===== config.mk =====
export PLATFORM = sky130hd
export DESIGN_NAME = predicate_update_tracker_flat
export DESIGN_NICKNAME = d
export VERILOG_FILES = /design/src/rtl/predicate_update_tracker_pkg.sv /design/src/rtl/predicate_update_tracker_if.sv /design/src/rtl/predicate_update_tracker_inflight_destination_shift_register.sv /design/src/rtl/predicate_update_tracker.sv /design/src/flat_wrapper.sv
export SDC_FILE = /design/constraint.sdc
export NUM_CORES = 1
export LEC_CHECK = 0
export ABC_CLOCK_PERIOD_IN_PS = 4600
export CAP_MARGIN = 20
export CORE_MARGIN = 1
export CORE_UTILIZATION = 25
export DETAILED_ROUTE_END_ITERATION = 16
export PLACE_DENSITY = 0.46
export SYNTH_ARGS = -nofsm -noshare
export SYNTH_HDL_FRONTEND = slang
export SYNTH_SLANG_ARGS = --single-unit

===== constraint.sdc =====
create_clock -name clock -period 4.6 [get_ports clock]
set_clock_uncertainty 0.2 [all_clocks]
set_input_delay 0.92 -clock clock [delete_from_list [all_inputs] [get_ports clock]]
set_output_delay 0.92 -clock clock [all_outputs]
set_load 0.05 [all_outputs]

===== src/rtl/predicate_update_tracker_pkg.sv =====
// Shared TIA control constants and the in-flight destination record used by the
// predicate update tracker.
package predicate_update_tracker_pkg;

  localparam int TIA_DT_WIDTH       = 2;
  localparam int TIA_DI_WIDTH       = 4;
  localparam int TIA_NUM_PREDICATES = 8;

  localparam logic [TIA_DT_WIDTH-1:0] TIA_DESTINATION_TYPE_PREDICATE = 2'd2;

  typedef struct packed {
    logic                    valid;
    logic                    is_pred;
    logic [TIA_DI_WIDTH-1:0] di;
  } tia_inflight_dest_t;

endpackage


===== src/rtl/predicate_update_tracker_if.sv =====
// Issue/writeback bus and exported predicate state of the predicate update tracker.
interface predicate_update_tracker_if
  import predicate_update_tracker_pkg::*;
#(
  parameter int NUM_STAGES     = 2,
  parameter int NUM_PREDICATES = TIA_NUM_PREDICATES
) ();

  logic                               stall;
  logic                               flush;
  logic                               issue_valid;
  logic [TIA_DT_WIDTH-1:0]            issue_dt;
  logic [TIA_DI_WIDTH-1:0]            issue_di;
  logic [NUM_PREDICATES-1:0]          issue_up_true_mask;
  logic [NUM_PREDICATES-1:0]          issue_up_false_mask;
  logic                               wb_valid;
  logic                               wb_value;
  logic [NUM_PREDICATES-1:0]          predicates;
  logic [NUM_PREDICATES-1:0]          pending_mask;
  logic                               hazard;
  logic [$clog2(NUM_STAGES+1)-1:0]    pending_count;
  logic                               protocol_error;

  modport master (
    output stall, flush, issue_valid, issue_dt, issue_di,
           issue_up_true_mask, issue_up_false_mask, wb_valid, wb_value,
    input  predicates, pending_mask, hazard, pending_count, protocol_error
  );

  modport slave (
    input  stall, flush, issue_valid, issue_dt, issue_di,
           issue_up_true_mask, issue_up_false_mask, wb_valid, wb_value,
    output predicates, pending_mask, hazard, pending_count, protocol_error
  );

endinterface


===== src/rtl/predicate_update_tracker_inflight_destination_shift_register.sv =====
// Tracks the destination of each issued instruction from issue down to writeback;
// entry 0 is the youngest, the last entry is the one that retires.
module predicate_update_tracker_inflight_destination_shift_register
  import predicate_update_tracker_pkg::*;
#(
  parameter int NUM_STAGES = 2
) (
  input  logic                                clock,
  input  logic                                reset,
  input  logic                                stall,
  input  logic                                flush,
  input  tia_inflight_dest_t                  load,
  output tia_inflight_dest_t [NUM_STAGES-1:0] entries,
  output logic                                retire
);

  // The retiring entry shifts out on the same edge, so flush clearing everything
  // never loses its writeback; retire stays asserted for the top to commit.
  assign retire = !stall && entries[NUM_STAGES-1].valid && entries[NUM_STAGES-1].is_pred;

  always_ff @(posedge clock) begin
    if (reset || flush) begin
      entries <= '0;
    end else if (!stall) begin
      entries[0] <= load;
      for (int i = 1; i < NUM_STAGES; i++) begin
        entries[i] <= entries[i-1];
      end
    end
  end

endmodule


===== src/rtl/predicate_update_tracker.sv =====
// Owns the architectural predicate register, applies issue-time updates, retires
// predicate writebacks and exports the pending-predicate hazard state.
module predicate_update_tracker
  import predicate_update_tracker_pkg::*;
#(
  parameter int NUM_STAGES     = 2,
  parameter int NUM_PREDICATES = TIA_NUM_PREDICATES
) (
  input logic                        clock,
  input logic                        reset,
  predicate_update_tracker_if.slave  bus
);

  localparam int CW = $clog2(NUM_STAGES + 1);

  // An index beyond the register yields an all-zero mask.
  function automatic logic [NUM_PREDICATES-1:0] onehot(input logic [TIA_DI_WIDTH-1:0] di);
    logic [NUM_PREDICATES-1:0] m;
    for (int i = 0; i < NUM_PREDICATES; i++) begin
      m[i] = (int'(di) == i);
    end
    return m;
  endfunction

  tia_inflight_dest_t                  load;
  tia_inflight_dest_t [NUM_STAGES-1:0] entries;
  logic                                retire;
  logic                                accept;
  logic                                issue_is_pred;
  logic [NUM_PREDICATES-1:0]           issue_onehot;
  logic [NUM_PREDICATES-1:0]           retire_onehot;
  logic [NUM_PREDICATES-1:0]           pending;
  logic [CW-1:0]                       count;
  logic [NUM_PREDICATES-1:0]           pred_q;
  logic [NUM_PREDICATES-1:0]           pred_d;
  logic                                err_q;
  logic                                err_set;

  assign accept        = bus.issue_valid && !bus.stall;
  assign issue_is_pred = (bus.issue_dt == TIA_DESTINATION_TYPE_PREDICATE);
  assign issue_onehot  = onehot(bus.issue_di);
  assign retire_onehot = onehot(entries[NUM_STAGES-1].di);

  always_comb begin
    load         = '0;
    load.valid   = accept;
    load.is_pred = issue_is_pred;
    load.di      = bus.issue_di;
  end

  predicate_update_tracker_inflight_destination_shift_register #(
    .NUM_STAGES (NUM_STAGES)
  ) u_inflight (
    .clock   (clock),
    .reset   (reset),
    .stall   (bus.stall),
    .flush   (bus.flush),
    .load    (load),
    .entries (entries),
    .retire  (retire)
  );

  always_comb begin
    pending = '0;
    count   = '0;
    for (int i = 0; i < NUM_STAGES; i++) begin
      if (entries[i].valid && entries[i].is_pred) begin
        pending = pending | onehot(entries[i].di);
        count   = count + CW'(1);
      end
    end
  end

  // Issue update is applied after the writeback so the younger instruction wins.
  always_comb begin
    pred_d = pred_q;
    if (retire && bus.wb_valid) begin
      pred_d = (pred_d & ~retire_onehot) | (retire_onehot & {NUM_PREDICATES{bus.wb_value}});
    end
    if (accept && !bus.flush) begin
      pred_d = (pred_d | bus.issue_up_true_mask) & ~bus.issue_up_false_mask;
    end
  end

  always_comb begin
    err_set = (bus.wb_valid != retire);
    if (accept) begin
      if (|(bus.issue_up_true_mask & bus.issue_up_false_mask)) err_set = 1'b1;
      if (issue_is_pred && (issue_onehot == '0))               err_set = 1'b1;
      if (issue_is_pred && |(issue_onehot & pending))          err_set = 1'b1;
    end
  end

  always_ff @(posedge clock) begin
    if (reset) begin
      pred_q <= '0;
      err_q  <= 1'b0;
    end else begin
      pred_q <= pred_d;
      if (err_set) err_q <= 1'b1;
    end
  end

  assign bus.predicates     = pred_q;
  assign bus.pending_mask   = pending;
  assign bus.hazard         = |pending;
  assign bus.pending_count  = count;
  assign bus.protocol_error = err_q;

endmodule


===== src/flat_wrapper.sv =====
// flat-port wrapper written by rule: the top's interface ports become plain ports
module predicate_update_tracker_flat import predicate_update_tracker_pkg::*;
#(
  parameter int NUM_STAGES     = 2,
  parameter int NUM_PREDICATES = TIA_NUM_PREDICATES
)
  (clock, reset, bus_stall, bus_flush, bus_issue_valid, bus_issue_dt, bus_issue_di, bus_issue_up_true_mask, bus_issue_up_false_mask, bus_wb_valid, bus_wb_value, bus_predicates, bus_pending_mask, bus_hazard, bus_pending_count, bus_protocol_error);
  predicate_update_tracker_if #(.NUM_STAGES(NUM_STAGES), .NUM_PREDICATES(NUM_PREDICATES)) bus_i ();
  input logic clock;
  input logic reset;
  input wire logic [$bits(bus_i.stall)-1:0] bus_stall;
  input wire logic [$bits(bus_i.flush)-1:0] bus_flush;
  input wire logic [$bits(bus_i.issue_valid)-1:0] bus_issue_valid;
  input wire logic [$bits(bus_i.issue_dt)-1:0] bus_issue_dt;
  input wire logic [$bits(bus_i.issue_di)-1:0] bus_issue_di;
  input wire logic [$bits(bus_i.issue_up_true_mask)-1:0] bus_issue_up_true_mask;
  input wire logic [$bits(bus_i.issue_up_false_mask)-1:0] bus_issue_up_false_mask;
  input wire logic [$bits(bus_i.wb_valid)-1:0] bus_wb_valid;
  input wire logic [$bits(bus_i.wb_value)-1:0] bus_wb_value;
  output wire logic [$bits(bus_i.predicates)-1:0] bus_predicates;
  output wire logic [$bits(bus_i.pending_mask)-1:0] bus_pending_mask;
  output wire logic [$bits(bus_i.hazard)-1:0] bus_hazard;
  output wire logic [$bits(bus_i.pending_count)-1:0] bus_pending_count;
  output wire logic [$bits(bus_i.protocol_error)-1:0] bus_protocol_error;
  assign bus_i.stall = bus_stall;
  assign bus_i.flush = bus_flush;
  assign bus_i.issue_valid = bus_issue_valid;
  assign bus_i.issue_dt = bus_issue_dt;
  assign bus_i.issue_di = bus_issue_di;
  assign bus_i.issue_up_true_mask = bus_issue_up_true_mask;
  assign bus_i.issue_up_false_mask = bus_issue_up_false_mask;
  assign bus_i.wb_valid = bus_wb_valid;
  assign bus_i.wb_value = bus_wb_value;
  assign bus_predicates = bus_i.predicates;
  assign bus_pending_mask = bus_i.pending_mask;
  assign bus_hazard = bus_i.hazard;
  assign bus_pending_count = bus_i.pending_count;
  assign bus_protocol_error = bus_i.protocol_error;
  predicate_update_tracker #(.NUM_STAGES(NUM_STAGES), .NUM_PREDICATES(NUM_PREDICATES)) u_core (.clock(clock), .reset(reset), .bus(bus_i));
endmodule

* Yosys cells after proc, flatten, opt, wreduce, memory -nomap -nowiden *
Cells that the tools add are included.

operators by class
  add/sub/neg operators = 1
  multipliers = 0
  divide/modulo/power cells = 0
  order comparisons = 0
  equality and inequality tests = 23
  shift operators = 0
  multiplexer cells = 10
  bitwise gates (word level) = 10
  reduce and logical (&&, ||, !) cells = 19

operators with widths
  operator                                              count
  equality test 4 bit (second input constant)           12
  bitwise AND 8 bit                                     5
  2-to-1 mux 8 bit                                      4
  equality test 4 x 3 -> 1 bit (second input constant)  6
  OR 8 bit                                              3
  OR reduction 8 bit                                    3
  inverter 8 bit                                        2
  equality test 4 x 2 -> 1 bit (second input constant)  3
  zero test 4 bit                                       3
  logical AND 1 bit                                     9
  zero test 8 bit                                       1
  2-to-1 mux 1 bit                                      5
  adder 1 x 1 -> 2 bit (second input constant)          1
  equality test 2 bit (second input constant)           1
  zero test 1 bit                                       2
  2-to-1 mux 2 bit                                      1
  logical OR 1 bit                                      1
  != test 1 bit                                         1

word-level totals
  register bits after elaboration = 21
  latch bits = 0
  RAM bits = 0
  memory bits (read-only) = 0
  input port bits = 29
  output and inout bits = 20
  logic and storage cells = 71
  memories kept = 0

* Logic depth before layout (Yosys ltp) *
  word-level depth = 9
  depth in mapped cells = 9
  depth with buffers taken out = 8

* Cells and area by module *
A second synthesis with hierarchy kept.

unflattened totals
  cells, all modules = 141
  area total of the unflattened synthesis = 1,352.5 um^2

by module, submodules not included
  module                                                        times used  cells each  area each (um^2)  sequential area each (um^2)
  predicate_update_tracker                                      1           99          888.4             180.2
  predicate_update_tracker_inflight_destination_shift_register  1           42          464.2             240.2

* Worst setup path before layout *
OpenSTA, ideal clock, no wires.

  path type = input -> register
  start point = in bus_stall
  end point = reg u_core.err_q (netlist: u_core.bus.protocol_error)
  library setup time = 0.116 ns
  data arrival time = 3.110 ns
  data required time = 4.284 ns
  path slack = 1.174 ns
  stages on the path = 9
  path buffers = 2
  cell sequence = clkbuf_1 buf_1 nor2b_1 ha_1 a211oi_1 and3_2 nand3_1 or4b_1 o211a_1

on the way
  cells in the longest elaborated chain, start to end = 8
  elaborated cells between the ends (all ways) = 9
  classes of those cells = 1 x eq/ne; 4 x mux; 4 x reduce/logical

ends and longest elaborated chain
  what                             line                                                                                                source
  start, declared                  flat_wrapper.sv:11                                                                                  input wire logic [$bits(bus_i.stall)-1:0] bus_stall;
  zero test 1 bit *                predicate_update_tracker_inflight_destination_shift_register.sv:19, predicate_update_tracker.sv:39
  logical AND 1 bit (2 in series)  predicate_update_tracker_inflight_destination_shift_register.sv:19                                  assign retire = !stall && entries[NUM_STAGES-1].valid && entries[NUM_STAGES-1].is_pred;
  != test 1 bit                    predicate_update_tracker.sv:86                                                                      err_set = (bus.wb_valid != retire);
  2-to-1 mux 1 bit                 predicate_update_tracker.sv:88                                                                      if (|(bus.issue_up_true_mask & bus.issue_up_false_mask)) err_set = 1'b1;
  2-to-1 mux 1 bit                 predicate_update_tracker.sv:89                                                                      if (issue_is_pred && (issue_onehot == '0)) err_set = 1'b1;
  2-to-1 mux 1 bit                 predicate_update_tracker.sv:90                                                                      if (issue_is_pred && |(issue_onehot & pending)) err_set = 1'b1;
  2-to-1 mux 1 bit *               predicate_update_tracker.sv:87                                                                      if (accept) begin
  end signal, assigned             predicate_update_tracker.sv:97                                                                      err_q <= 1'b0;
  end signal, assigned             predicate_update_tracker.sv:100                                                                     if (err_set) err_q <= 1'b1;
  end, declared                    predicate_update_tracker.sv:36                                                                      logic err_q;

Every way passes the cells marked *; elsewhere a longest branch is shown, timed or not.
A chain may end at the register's enable or synchronous reset.

* Worst setup path in the final report *
  start point = reg u_core.u_inflight.entries[2] (netlist name)
  end point = out bus_pending_mask[6]

on the way
  cells in the longest elaborated chain, start to end = 4

ends and longest elaborated chain
  what                   line                            source
  equality test 4 bit *  predicate_update_tracker.sv:20  m[i] = (int'(di) == i);
  2-to-1 mux 8 bit *     predicate_update_tracker.sv:67  if (entries[i].valid && entries[i].is_pred) begin
  OR 8 bit               predicate_update_tracker.sv:68  pending = pending | onehot(entries[i].di);
  2-to-1 mux 8 bit *     predicate_update_tracker.sv:67
  end, declared          flat_wrapper.sv:21              output wire logic [$bits(bus_i.pending_mask)-1:0] bus_pending_mask;

Marks and branches as above.

==> results.yml <==
status:
  outcome: "completed"
grt:
  grt_use_total_pct: 15.22
  grt_first_pass_wirelength_um: 6327
  grt_overflow_total: 0
  grt_pass1_vias: 1275
  pin_count_of_the_biggest_net_entering_global_routing: 17
  grt_antenna_before_repair: 0
pwr:
  power_leakage_nw: 0.6164
  cellPowerDensity_mw_per_mm2: 212.8
  ir_worst_vdd_v: 0.0001191
  fin_total_pwr_w: 0.0003905
worst_setup_path:
  regToRegSetupSlack_ns: 2.04
  reg2reg_to: "u_core.bus.protocol_error"
  crit_arrival_ns: 2.22
  cp.required_ns: 3.48
  criticalPathCategory: "reg -> out"
  crit_chain: "inv_1 -> o32ai_1 -> clkdlybuf4s50_1"
  cp_slowest_cell: "sky130_fd_sc_hd__clkdlybuf4s50_1"
  r2r_start: "u_core.u_inflight.entries[10]"
  slowest_delay_ns: 0.87
  cp_endpoint_kind: "primary output"
  worstPathMaxFanout: 9
  startpoint_type: "flip-flop"
  rr_worst_depth: 8
sta:
  maxClockFrequency_mhz: 299.4
  setup_viol: 0
  final_hold_viol_count: 0
  grt_setup_unrepaired: "no"
  period_needed_ns: 3.340
  fin_crit_sh_pct: 72.60
  max_slew_margin_pct: 59.69
  slew_viol_final: 0
  final.setup.tns_ns: 0
  timing_worst_slew_pin_value_ns: 0.6041
hold_path:
  worst_hold_path.endpoint: "u_core.bus.predicates[4]"
  worstHoldStart: "u_core.bus.predicates[4]"
  timing.hold.worst_path_depth: 2
  timing.hold.worst.class: "reg -> reg"
clock_tree:
  cts.htree.levels: 1
  cts_resized: 0
  number_of_buffers_inserted_during_clock_tree_synthesis: 3
  tritoncts: "built"
  cts_num_sinks: 21
  root_buffer: "sky130_fd_sc_hd__clkbuf_8"
  cts.clk_slew.worst_paths_ns: 0.08
  post_cts_hold_buffer_count: 0
  insertion_delay_ns: 0.26
  post-cts-setup-buffer-count: 0
  max-clock-path-buffers: 2
route:
  drt-wirelength-per-cell_um: 15.61
  postRouteWirelength_um: 4028
  number_of_drc_markers_after_the_initial_detailed_route_iteration: 79
  drcViolationCount: 0
  avgViaCountPerCell: 5.128
  detailedRoute.firstPassIterationCount: 4
  vias: 1323
  route.antenna.remaining_nets: 0
yosys:
  yosys.area_share.xor_xnor_pct: 1.346
  ys_types: 42
  synthesis.area_sq_mm: 0.001301
  ys_seq_elements: 21
  synth_async_sr_flop_share_pct: 0
  dominantRegCellSynth: "sky130_fd_sc_hd__dfxtp_1"
  yosysWarnings: 0
  synth.net_count: 181
  yosysSeqAreaShare_pct: 32.31
  synth_cells: 150
  synth_enable_flop_cells: 0
  yosys.area_share.simple_pct: 23.75
  synth.area.mux_share_pct: 7.692
  synth_adder_area_share_pct: 1.923
  syn_area_per_cell_sq_um: 8.675
  synth-compound-area-share_pct: 25.77
  main_combinational_cell_family_by_area_after_synthesis: "compound AO/OA/AOI/OAI gates"
place:
  place_congestion: 0.8179
  io_buffers: 48
  place_hpwl_um: 3162
floorplan:
  core_region_area_sq_mm: 0.004880
  die_x_um: 74.15
  die_height_um: 74.15
  design.die.area_sq_mm: 0.005497
  initial_core_util_pct: 26.67
  boundaryPins: 49
  row_count: 25
finish:
  post_route_cells_drive_above_1_share_pct: 6.806
  final-seq-area_sq_um: 420.4
  multi_input_comb_area_sq_um: 787.0
  n_antenna_cell: 0
  n_fill_cell: 533
  layout.cells.most_common_list: "sky130_fd_sc_hd__clkdlybuf4s50_1, sky130_fd_sc_hd__dfxtp_1, sky130_fd_sc_hd__nor2_1, sky130_fd_sc_hd__mux2i_1"
  areaGrowthSynthToFinish_pct: 41.06
  fin_nets: 223
  layout.cells.most_common: "sky130_fd_sc_hd__clkdlybuf4s50_1"
run:
  timing.max_cap.violations: 0
==> worst max-delay path, delay by kind of cell, from the launching register on <==
| kind | cells | cell delay [ns] |
|---|---|---|
| AO/OA/AOI/OAI | 1 | 0.39 |
| buffers and inverters | 2 | 1.03 |
| flip-flops | 1 | 0.53 |
==> stage by stage <==
stage / area (sq um) / utilization, % / worst slack, ns / hold WS (ns) / instances
final: 1836 / 37.62 / 1.260 / 0.3042 / 258
after global routing: 1836 / 37.62 / 1.157 / 0.3352 / 258
after CTS: 1836 / 37.62 / 1.253 / 0.3078 / 258
after detailed placement: 1790 / 36.69 / 1.053 / 0.2959 / 254
after global placement: 1790 / 36.69 / 1.140 / 0.2917 / 254
after floorplan: 1301 / - / 1.174 / 0.2756 / 150
==> cell type report <==
type | instances | share of cell area [%]
inverter | 3 | 0.6135
multi-input combinational | 114 | 42.88
sequential | 21 | 22.90
tap | 67 | 4.567
clock buffer | 4 | 2.454
timing repair buffer | 49 | 26.58
==> synthesized netlist by cell type (3+ instances only) <==
cell type / n / share of area, %
sky130_fd_sc_hd__a21oi_1: 5 / 1.9
sky130_fd_sc_hd__nor2b_1: 3 / 1.4
sky130_fd_sc_hd__dfxtp_1: 21 / 32
sky130_fd_sc_hd__nor2_1: 17 / 4.9
sky130_fd_sc_hd__inv_1: 3 / 0.87
sky130_fd_sc_hd__a22oi_1: 9 / 5.2
sky130_fd_sc_hd__o32ai_1: 3 / 2.0
sky130_fd_sc_hd__a221oi_1: 8 / 5.4
sky130_fd_sc_hd__nand3_1: 5 / 1.9
sky130_fd_sc_hd__nor3_1: 4 / 1.5
sky130_fd_sc_hd__clkbuf_1: 5 / 1.4
sky130_fd_sc_hd__nand2_1: 7 / 2.0
sky130_fd_sc_hd__o22ai_1: 4 / 1.9
sky130_fd_sc_hd__mux2i_1: 10 / 7.7
sky130_fd_sc_hd__nand2b_1: 4 / 1.9
sky130_fd_sc_hd__buf_6: 3 / 2.6
sky130_fd_sc_hd__o21ai_0: 9 / 3.5
==> logic make-up after synthesis <==
group,Yosys count
DFF,21
xor gates and xnor gates,2
adders and majority gates,2
AOI/OAI and AO/OA,45
muxes,10
buffers and inverters,15
and+or+nand+nor,55
==> sequential cells by signal, indices dropped and copies added, names as in the netlist <==
register,count
u_core.bus.predicates,8
u_core.bus.protocol_error,1
u_core.u_inflight.entries,12
==> how the worst max path moves through the flow <==
stage	start	depth (start not counted)	end
5_1_grt	u_core.u_inflight.entries[2]	3	bus_pending_mask[6]
3_3_place_gp	bus_stall	9	u_core.bus.protocol_error
2_1_floorplan	bus_stall	9	u_core.bus.protocol_error
3_5_place_dp	bus_stall	9	u_core.bus.protocol_error
4_1_cts	u_core.u_inflight.entries[2]	3	bus_pending_mask[6]
6_report	u_core.u_inflight.entries[2]	3	bus_pending_mask[6]
==> where the power goes <==
group / internal [W] / switching (W) / total [W] / leakage, nW
Sequential: 0.000187 / 0.00000532 / 0.000192 / 0.171
Clock: 0.0000617 / 0.0000602 / 0.000122 / 0.0228
Combinational: 0.0000396 / 0.0000370 / 0.0000765 / 0.423
Total: 0.000288 / 0.000103 / 0.000391 / 0.616
==> metal layers <==
layer,wire length (um),global-route usage (%)
met1,1894,19.80
met2,1887,25.96
met3,224,3.117
met4,22,3.205
met5,0,0
No activity file was read; power rests on OpenSTA's default activity.
